<file path="src/rtl/ps2_pkg.sv">
// Shared types and constants for the PS/2 keyboard receiver.
package ps2_pkg;

   typedef enum logic [1:0] {IDLE, DATA, PARITY, STOP} ps2_state_t;

   localparam logic [7:0] PS2_EXT = 8'hE0;
   localparam logic [7:0] PS2_BRK = 8'hF0;

   typedef struct packed {
      logic       ext;
      logic       brk;
      logic [7:0] code;
   } key_evt_t;

endpackage

</file>
<file path="src/rtl/ps2_sync_filter.sv">
// Synchronizes the PS/2 pins, debounces ps2_clk and produces a one-cycle
// strobe on each filtered falling edge.
module ps2_sync_filter #(
   parameter int FILTER_LEN = 4
) (
   input  logic clk,
   input  logic reset,
   input  logic ps2_clk,
   input  logic ps2_data,
   output logic fall,
   output logic data
);

   localparam int CW = (FILTER_LEN > 1) ? $clog2(FILTER_LEN + 1) : 1;

   logic [1:0]    clk_sync, dat_sync;
   logic          filt, filt_d;
   logic [CW-1:0] cnt;

   // Idle bus level is high, so the pipeline resets high to avoid a false edge.
   always_ff @(posedge clk) begin
      if (reset) begin
         clk_sync <= 2'b11;
         dat_sync <= 2'b11;
         filt     <= 1'b1;
         filt_d   <= 1'b1;
         cnt      <= '0;
      end else begin
         clk_sync <= {clk_sync[0], ps2_clk};
         dat_sync <= {dat_sync[0], ps2_data};
         filt_d   <= filt;
         if (clk_sync[1] != filt) begin
            if (cnt == CW'(FILTER_LEN - 1)) begin
               filt <= clk_sync[1];
               cnt  <= '0;
            end else begin
               cnt <= cnt + CW'(1);
            end
         end else begin
            cnt <= '0;
         end
      end
   end

   assign fall = filt_d & ~filt;
   assign data = dat_sync[1];

endmodule

</file>
<file path="src/rtl/ps2_keyboard_rx.sv">
// PS/2 keyboard receiver: deframes device-to-host bytes, folds E0/F0
// prefixes into key events and queues them for the CPU keyboard register.
module ps2_keyboard_rx
   import ps2_pkg::*;
#(
   parameter int FILTER_LEN     = 4,
   parameter int TIMEOUT_CYCLES = 20000,
   parameter int FIFO_DEPTH     = 4
) (
   input  logic       clk,
   input  logic       reset,
   input  logic       ps2_clk,
   input  logic       ps2_data,
   input  logic       key_pop,
   input  logic       err_clr,
   output logic [7:0] key_reg,
   output logic       key_break,
   output logic       key_ext,
   output logic       key_valid,
   output logic       frame_err,
   output logic       fifo_ovf
);

   localparam int TW = $clog2(TIMEOUT_CYCLES + 1);
   localparam int AW = (FIFO_DEPTH > 1) ? $clog2(FIFO_DEPTH) : 1;
   localparam int CW = AW + 1;

   logic fall, data_s;

   ps2_sync_filter #(.FILTER_LEN(FILTER_LEN)) u_sync (
      .clk      (clk),
      .reset    (reset),
      .ps2_clk  (ps2_clk),
      .ps2_data (ps2_data),
      .fall     (fall),
      .data     (data_s)
   );

   ps2_state_t    state, state_nx;
   logic [2:0]    bit_cnt, bit_cnt_nx;
   logic [7:0]    shreg, shreg_nx;
   logic          parity_ok, parity_ok_nx;
   logic [TW-1:0] tmo_cnt;
   logic          frame_good, frame_bad;

   always_ff @(posedge clk) begin
      if (reset) begin
         state     <= IDLE;
         bit_cnt   <= '0;
         shreg     <= '0;
         parity_ok <= 1'b0;
         tmo_cnt   <= '0;
      end else begin
         state     <= state_nx;
         bit_cnt   <= bit_cnt_nx;
         shreg     <= shreg_nx;
         parity_ok <= parity_ok_nx;
         tmo_cnt   <= (state == IDLE || fall) ? '0 : tmo_cnt + TW'(1);
      end
   end

   always_comb begin
      state_nx     = state;
      bit_cnt_nx   = bit_cnt;
      shreg_nx     = shreg;
      parity_ok_nx = parity_ok;
      frame_good   = 1'b0;
      frame_bad    = 1'b0;
      if (state != IDLE && tmo_cnt == TW'(TIMEOUT_CYCLES)) begin
         state_nx  = IDLE;
         frame_bad = 1'b1;
      end else if (fall) begin
         case (state)
            IDLE: if (!data_s) begin
               state_nx   = DATA;
               bit_cnt_nx = '0;
            end
            DATA: begin
               shreg_nx   = {data_s, shreg[7:1]};
               bit_cnt_nx = bit_cnt + 3'd1;
               if (bit_cnt == 3'd7) state_nx = PARITY;
            end
            PARITY: begin
               parity_ok_nx = ^{shreg, data_s};
               state_nx     = STOP;
            end
            STOP: begin
               state_nx = IDLE;
               if (parity_ok && data_s) frame_good = 1'b1;
               else                     frame_bad  = 1'b1;
            end
            default: state_nx = IDLE;
         endcase
      end
   end

   // Good byte is handed to the prefix/FIFO stage one cycle after the stop bit.
   logic       byte_vld;
   logic [7:0] byte_q;
   logic       ext_pend, brk_pend;

   always_ff @(posedge clk) begin
      if (reset) begin
         byte_vld <= 1'b0;
         byte_q   <= '0;
      end else begin
         byte_vld <= frame_good;
         if (frame_good) byte_q <= shreg;
      end
   end

   logic          is_prefix, push_req, do_push, do_pop, full, empty;
   logic [AW-1:0] wr_ptr, rd_ptr;
   logic [CW-1:0] count;
   key_evt_t      mem [FIFO_DEPTH];
   key_evt_t      head;

   assign is_prefix = (byte_q == PS2_EXT) || (byte_q == PS2_BRK);
   assign push_req  = byte_vld && !is_prefix;
   assign full      = (count == CW'(FIFO_DEPTH));
   assign empty     = (count == '0);
   assign do_pop    = key_pop && !empty;
   // A pop in the same cycle frees the slot, so a full FIFO still accepts.
   assign do_push   = push_req && (!full || do_pop);

   always_ff @(posedge clk) begin
      if (reset) begin
         ext_pend <= 1'b0;
         brk_pend <= 1'b0;
      end else if (frame_bad) begin
         ext_pend <= 1'b0;
         brk_pend <= 1'b0;
      end else if (byte_vld) begin
         if (byte_q == PS2_EXT)      ext_pend <= 1'b1;
         else if (byte_q == PS2_BRK) brk_pend <= 1'b1;
         else begin
            ext_pend <= 1'b0;
            brk_pend <= 1'b0;
         end
      end
   end

   always_ff @(posedge clk) begin
      if (do_push) mem[wr_ptr] <= '{ext: ext_pend, brk: brk_pend, code: byte_q};
   end

   always_ff @(posedge clk) begin
      if (reset) begin
         wr_ptr    <= '0;
         rd_ptr    <= '0;
         count     <= '0;
         frame_err <= 1'b0;
         fifo_ovf  <= 1'b0;
      end else begin
         if (do_push) wr_ptr <= wr_ptr + AW'(1);
         if (do_pop)  rd_ptr <= rd_ptr + AW'(1);
         count <= count + CW'(do_push) - CW'(do_pop);
         if (frame_bad)    frame_err <= 1'b1;
         else if (err_clr) frame_err <= 1'b0;
         if (push_req && !do_push) fifo_ovf <= 1'b1;
         else if (err_clr)         fifo_ovf <= 1'b0;
      end
   end

   assign head      = mem[rd_ptr];
   assign key_valid = !empty;
   assign key_reg   = empty ? 8'h00 : head.code;
   assign key_break = !empty && head.brk;
   assign key_ext   = !empty && head.ext;

endmodule

</file>
<file path="config.mk">
export PLATFORM = sky130hd
export DESIGN_NAME = ps2_keyboard_rx
export DESIGN_NICKNAME = d
export VERILOG_FILES = /design/src/rtl/ps2_pkg.sv /design/src/rtl/ps2_sync_filter.sv /design/src/rtl/ps2_keyboard_rx.sv
export SDC_FILE = /design/constraint.sdc
export NUM_CORES = 1
export LEC_CHECK = 0
export CORE_MARGIN = 1.5
export CORE_UTILIZATION = 45
export CTS_CLUSTER_SIZE = 30
export DETAILED_ROUTE_END_ITERATION = 10
export PLACE_DENSITY_LB_ADDON = 0.3
export SLEW_MARGIN = 30
export SYNTH_ARGS = -nofsm -noshare
export SYNTH_HDL_FRONTEND = slang
export SYNTH_SLANG_ARGS = --single-unit
export TNS_END_PERCENT = 5
</file>
<file path="constraint.sdc">
create_clock -name clk -period 5.9 [get_ports clk]
set_input_delay 1.77 -clock clk [delete_from_list [all_inputs] [get_ports clk]]
set_output_delay 1.77 -clock clk [all_outputs]
set_load 0.01 [all_outputs]
</file>
# Word-level counts from Yosys, hierarchy flattened
# Memories as Yosys holds them, arrays and structs flattened. A register that Yosys moved wholly into a read port is not among the register bits.
# Index checks and enable logic that the tools add are counted.
[totals]
reg_bits = 58
ramBits = 40
output_inout_bits = 13
elab_cells = 102
memories = 1
[memory_table]
columns = ["memory", "depth", "word_bits", "rd", "rd_ports_with_merged_regs", "wr", "line_no", "text"]
rows = [
  ["mem", 4, 10, 1, 1, 1, "ps2_keyboard_rx.sv:115", "key_evt_t mem [FIFO_DEPTH];"],
]
[classes]
addsub = 7
eq_ne = 13
muxes = 24
bitwise = 5
reduce_logical = 33
[ops]
columns = ["cell", "n"]
rows = [
  ["$eq 8x8->1 const B", 2],
  ["$mux 1", 16],
  ["$add 15x1->15 const B", 1],
  ["$eq 15x15->1 const B", 1],
  ["$reduce_and 3->1", 3],
  ["$reduce_xor 9->1", 1],
  ["$logic_and 1x1->1", 8],
  ["$mux 2", 4],
  ["$mux 8", 1],
  ["$pmux 2 s4", 1],
  ["$reduce_bool 2->1", 4],
  ["$add 3x1->3 const B", 2],
  ["$eq 3x3->1 const B", 2],
  ["$ne 2x2->1 const B", 3],
  ["$pmux 3 s2", 1],
  ["$reduce_and 2->1", 3],
  ["$reduce_or 2->1", 3],
  ["$add 2x1->2 const B", 2],
  ["$eq 2x2->1 const B", 2],
  ["$logic_not 1->1", 4],
  ["$not 1->1", 4],
  ["$reduce_and 4->1", 1],
  ["$add 3x1->3", 1],
  ["$eq 3x2->1 const B", 1],
  ["other kinds (9)", 11],
]

# Longest topological paths before layout
[depth]
depth_word = 8
ltp_mapped = 8
mapped_depth_nobuf = 8

# By module
# From an unflattened synthesis, not the netlist that was laid out.
[hier_totals]
cells_unflattened = 351
hier_area_um2 = 4271.6
[modules_own_cells]
columns = ["module", "n_inst", "cells_each", "area_per_inst_um2", "seq_area_each_um2"]
rows = [
  ["ps2_keyboard_rx", 1, 327, 3971.3, 2222.1],
  ["ps2_sync_filter", 1, 24, 300.3, 180.2],
]

# Worst setup path before layout
# No wires, ideal clock.
[synth_path]
kind = "in2reg"
start = "input key_pop"
end = "register count[1]"
setup_ps = 125
arrival_ps = 3099
required_ps = 5775
path_slack_ps = 2676
stages = 5
n_path_buf = 0
path_cell_list = "nor4b_1 > a211oi_1 > ha_1 > fa_1 > nor2b_1"
[synth_between]
elab_chain_len = 5
[synth_lines]
columns = ["item", "line_no", "text"]
rows = [
  ["from (decl)", "ps2_keyboard_rx.sv:14", "input logic key_pop,"],
  ["$logic_and 1x1->1", "ps2_keyboard_rx.sv:122", "assign do_pop = key_pop && !empty;"],
  ["$logic_or 1x1->1", "ps2_keyboard_rx.sv:124", "assign do_push = push_req && (!full || do_pop);"],
  ["$logic_and 1x1->1", "ps2_keyboard_rx.sv:124", ""],
  ["net do_push", "ps2_keyboard_rx.sv:112", "logic is_prefix, push_req, do_push, do_pop, full, empty;"],
  ["$add 3x1->3", "ps2_keyboard_rx.sv:157", "count <= count + CW'(do_push) - CW'(do_pop);"],
  ["$sub 3x1->3", "ps2_keyboard_rx.sv:157", ""],
  ["to (signal assigned)", "ps2_keyboard_rx.sv:157", ""],
  ["to (decl)", "ps2_keyboard_rx.sv:114", "logic [CW-1:0] count;"],
]
# The timed path passes the listed nets, and every way through them passes these cells.
# A chain may end at the register's enable or synchronous reset.

==> results.yml <==
timing:
  skew_ns: 0.0164
  rsz0062_at_grt: "no"
  fmaxAchievable_mhz: 243
  fin_setup_tns_ns: 0
  period_needed_ns: 4.12
  drv_slew: 0
  worstMarginPinSlew_ns: 0.866
  setup_viol: 0
  fin_crit_sh_pct: 69.8
  maxSlewHeadroom_pct: 42.1
  worst_slack_ns: 1.78
  finalHoldViolations: 0
worst_setup_path:
  start_kind: "flip-flop"
  crit_chain: "mux4_2 -> and2_1 -> clkdlybuf4s50_1"
  critPathMaxStageDelay_ns: 0.76
  crit_slowest_cell: "dfxtp_1"
  cp.buffers_inverters: 1
  required_ns: 4.13
  cp_data_arrival_time_ns: 2.35
  cp_max_fo: 10
  critical_path.endpoint_type: "output port"
  critPathTopFamily: "flip-flops"
  critical_path_class: "flip-flop to output port"
cells_and_area:
  antenna_cells: 0
  area_growth_pct: 10.1
  final_net_count: 396
  design_area_um2: 4680
  drive_above_1_share_pct: 10.1
synthesis:
  synthArstFlopShare_pct: 0
  yosysTopAreaCell: "dfxtp_1"
  avgSynthCellArea_um2: 11.7
  synth_area_um2: 4250
  synthDistinctLibCells: 49
  syn_inst: 363
  synth_warnings: 0
  yosys-top-cells-area: "dfxtp_1, edfxtp_1, mux4_2"
  ys_seq_area_share_pct: 56.6
  synthFlopType: "dfxtp_1"
  synth_top_area_share_pct: 28.3
  ys_ff_latch: 100
  synth_edf_count: 40
  synthesis.nets: 386
floorplan:
  pin_count: 19
  die_h_um: 100
  fp.dieArea_um2: 10000
  dieWidth_um: 100
  rows: 35
  start_util_pct: 46.2
  coreArea_um2: 9200
global_routing:
  grt_first_pass_wirelength_um: 12200
  grt_pass1_vias: 2503
  gr-usage-met2_pct: 26.4
  grt_max_degree: 25
  grt_antenna_before_repair: 0
  busiest_layer: "met2"
  use_met1_pct: 19.7
  grt_util_met3_pct: 4.25
  gr-total-overflow: 0
  globalRouteTotalUtil_pct: 15.7
cts:
  clk_path_buf_depth: 2
  clk_pin_slew_ns: 0.10
  htreeDepth: 3
  cts_tree: "done"
  cts_root_buf: "clkbuf_8"
  clkLatencyLatePin_ns: 0.37
  cts_resized: 0
  cts-buffers-inserted: 9
  post_cts_buffers: 0
  cts_num_sinks: 100
  holdBufCountCts: 0
power_and_ir_drop:
  p_per_area_nw_per_um2: 300
  p_leak_nw: 1.61
  ir_worst_vdd_uv: 168
place:
  hpwl_um: 4870
  place.gp.congestion: 0.756
  portBuffers: 18
  post-place-ws_ns: 1.91
  placed_area_um2: 4490
flow_run:
  cap_violations: 0
route:
  drt-vias-per-instance: 5.33
  drtAntennaViolNets: 0
  drt_iter0_drc: 79
  drt-wirelength-per-cell_um: 14.5
  drtPass1Iterations: 4
  dr_total_vias: 2604
  drc: 0
  wirelength_um: 7110
worst_hold_path:
  hp-class: "flip-flop to flip-flop"
outcome:
  outcome: "finished clean"
[routing by layer]
metal | vias up | wire, um
li1 | 1314 | -
met1 | 1250 | 3400
met2 | 32 | 3390
met3 | 8 | 221
met4 | 0 | 94
met5 | - | 0
[worst paths after layout]
kind                        endpoint               start  slack, ns  cells after the start
setup / recovery          key_reg[4]           flip-flop       1.78                      3
hold / removal    u_sync.clk_sync[1]  u_sync.clk_sync[0]       0.41                      1
setup reg to reg           byte_q[0]            state[0]       3.32                      7
hold reg to reg   u_sync.clk_sync[1]  u_sync.clk_sync[0]       0.41                      1
[where the power goes]
part / leakage (nW) / switching (W) / internal (W)
clock: 0.0900 / 0.000242 / 0.000159
sequential: 0.870 / 0.0000347 / 0.000731
combinational: 0.649 / 0.0000885 / 0.000150
total: 1.61 / 0.000365 / 0.00104
[registers in the layout (all words and copies together) (netlist names), named ones only]
signal and flops:
mem 40, parity_ok 1, byte_vld 1, fifo_ovf 1, byte_q 8, tmo_cnt 15, u_sync.cnt 3, rd_ptr 2
wr_ptr 2, u_sync.filt_d 1, count 3, bit_cnt 3, u_sync.filt 1, u_sync.dat_sync 2, shreg 8, state 2
frame_err 1, ext_pend 1, u_sync.clk_sync 2, brk_pend 1
[cell usage after synthesis (all sizes together), types with 2 or more instances]
library cell	instances
or3	3
dfxtp	60
a211o	2
a211oi	2
nor3	3
nand3	21
nor2	28
o211ai	2
xnor2	8
and3	2
xor2	14
or4b	3
xnor3	2
a21oi	22
clkbuf	15
edfxtp	40
nand2	6
and2	18
and4	4
or4	2
or2	5
ha	16
mux2i	4
nand4	10
buf	6
o21ai	19
nor2b	4
mux4	10
inv	19
[cells in the final DEF, fill, tap and decap left out, types with 6 or more instances in the layout]
master / instances
clkdlybuf4s50_1: 18
nand2_1: 6
and2_1: 18
nand3_1: 21
xnor2_1: 8
nor2_1: 28
a21oi_1: 22
nand4_1: 10
o21ai_0: 18
inv_1: 19
ha_1: 16
edfxtp_1: 40
mux4_2: 10
clkbuf_8: 9
xor2_1: 14
dfxtp_1: 60
[kinds of logic after synthesis]
kind of cell | count (synthesis) | share of synthesized area [%]
AOI/OAI and AO/OA | 53 | 7.31
and+or+nand+nor | 115 | 15.3
DFF | 100 | 56.6
adders and majority gates | 17 | 5.18
muxes | 14 | 6.24
xor gates and xnor gates | 24 | 5.60
buffers and inverters | 40 | 3.86
[through the flow]
step,power [W],hold slack [ns],cells,util (%)
after floorplan,0.000930,0.389,363,-
after global placement,0.00102,0.394,473,48.8
after detailed placement,0.00103,0.399,473,48.8
after CTS,0.00143,0.418,489,50.7
after global routing,0.00147,0.418,489,50.9
final,0.00140,0.415,489,50.9
[layout make-up]
type | count | area [um2]
Fill cell | 811 | 4520
Sequential cell | 100 | 2400
Multi-Input combinational cell | 223 | 1690
Timing Repair Buffer | 20 | 195
Tap cell | 111 | 139
Clock buffer | 9 | 124
Inverter | 19 | 71.3
Clock inverter | 7 | 53.8
(Power assumes the default switching activity.)
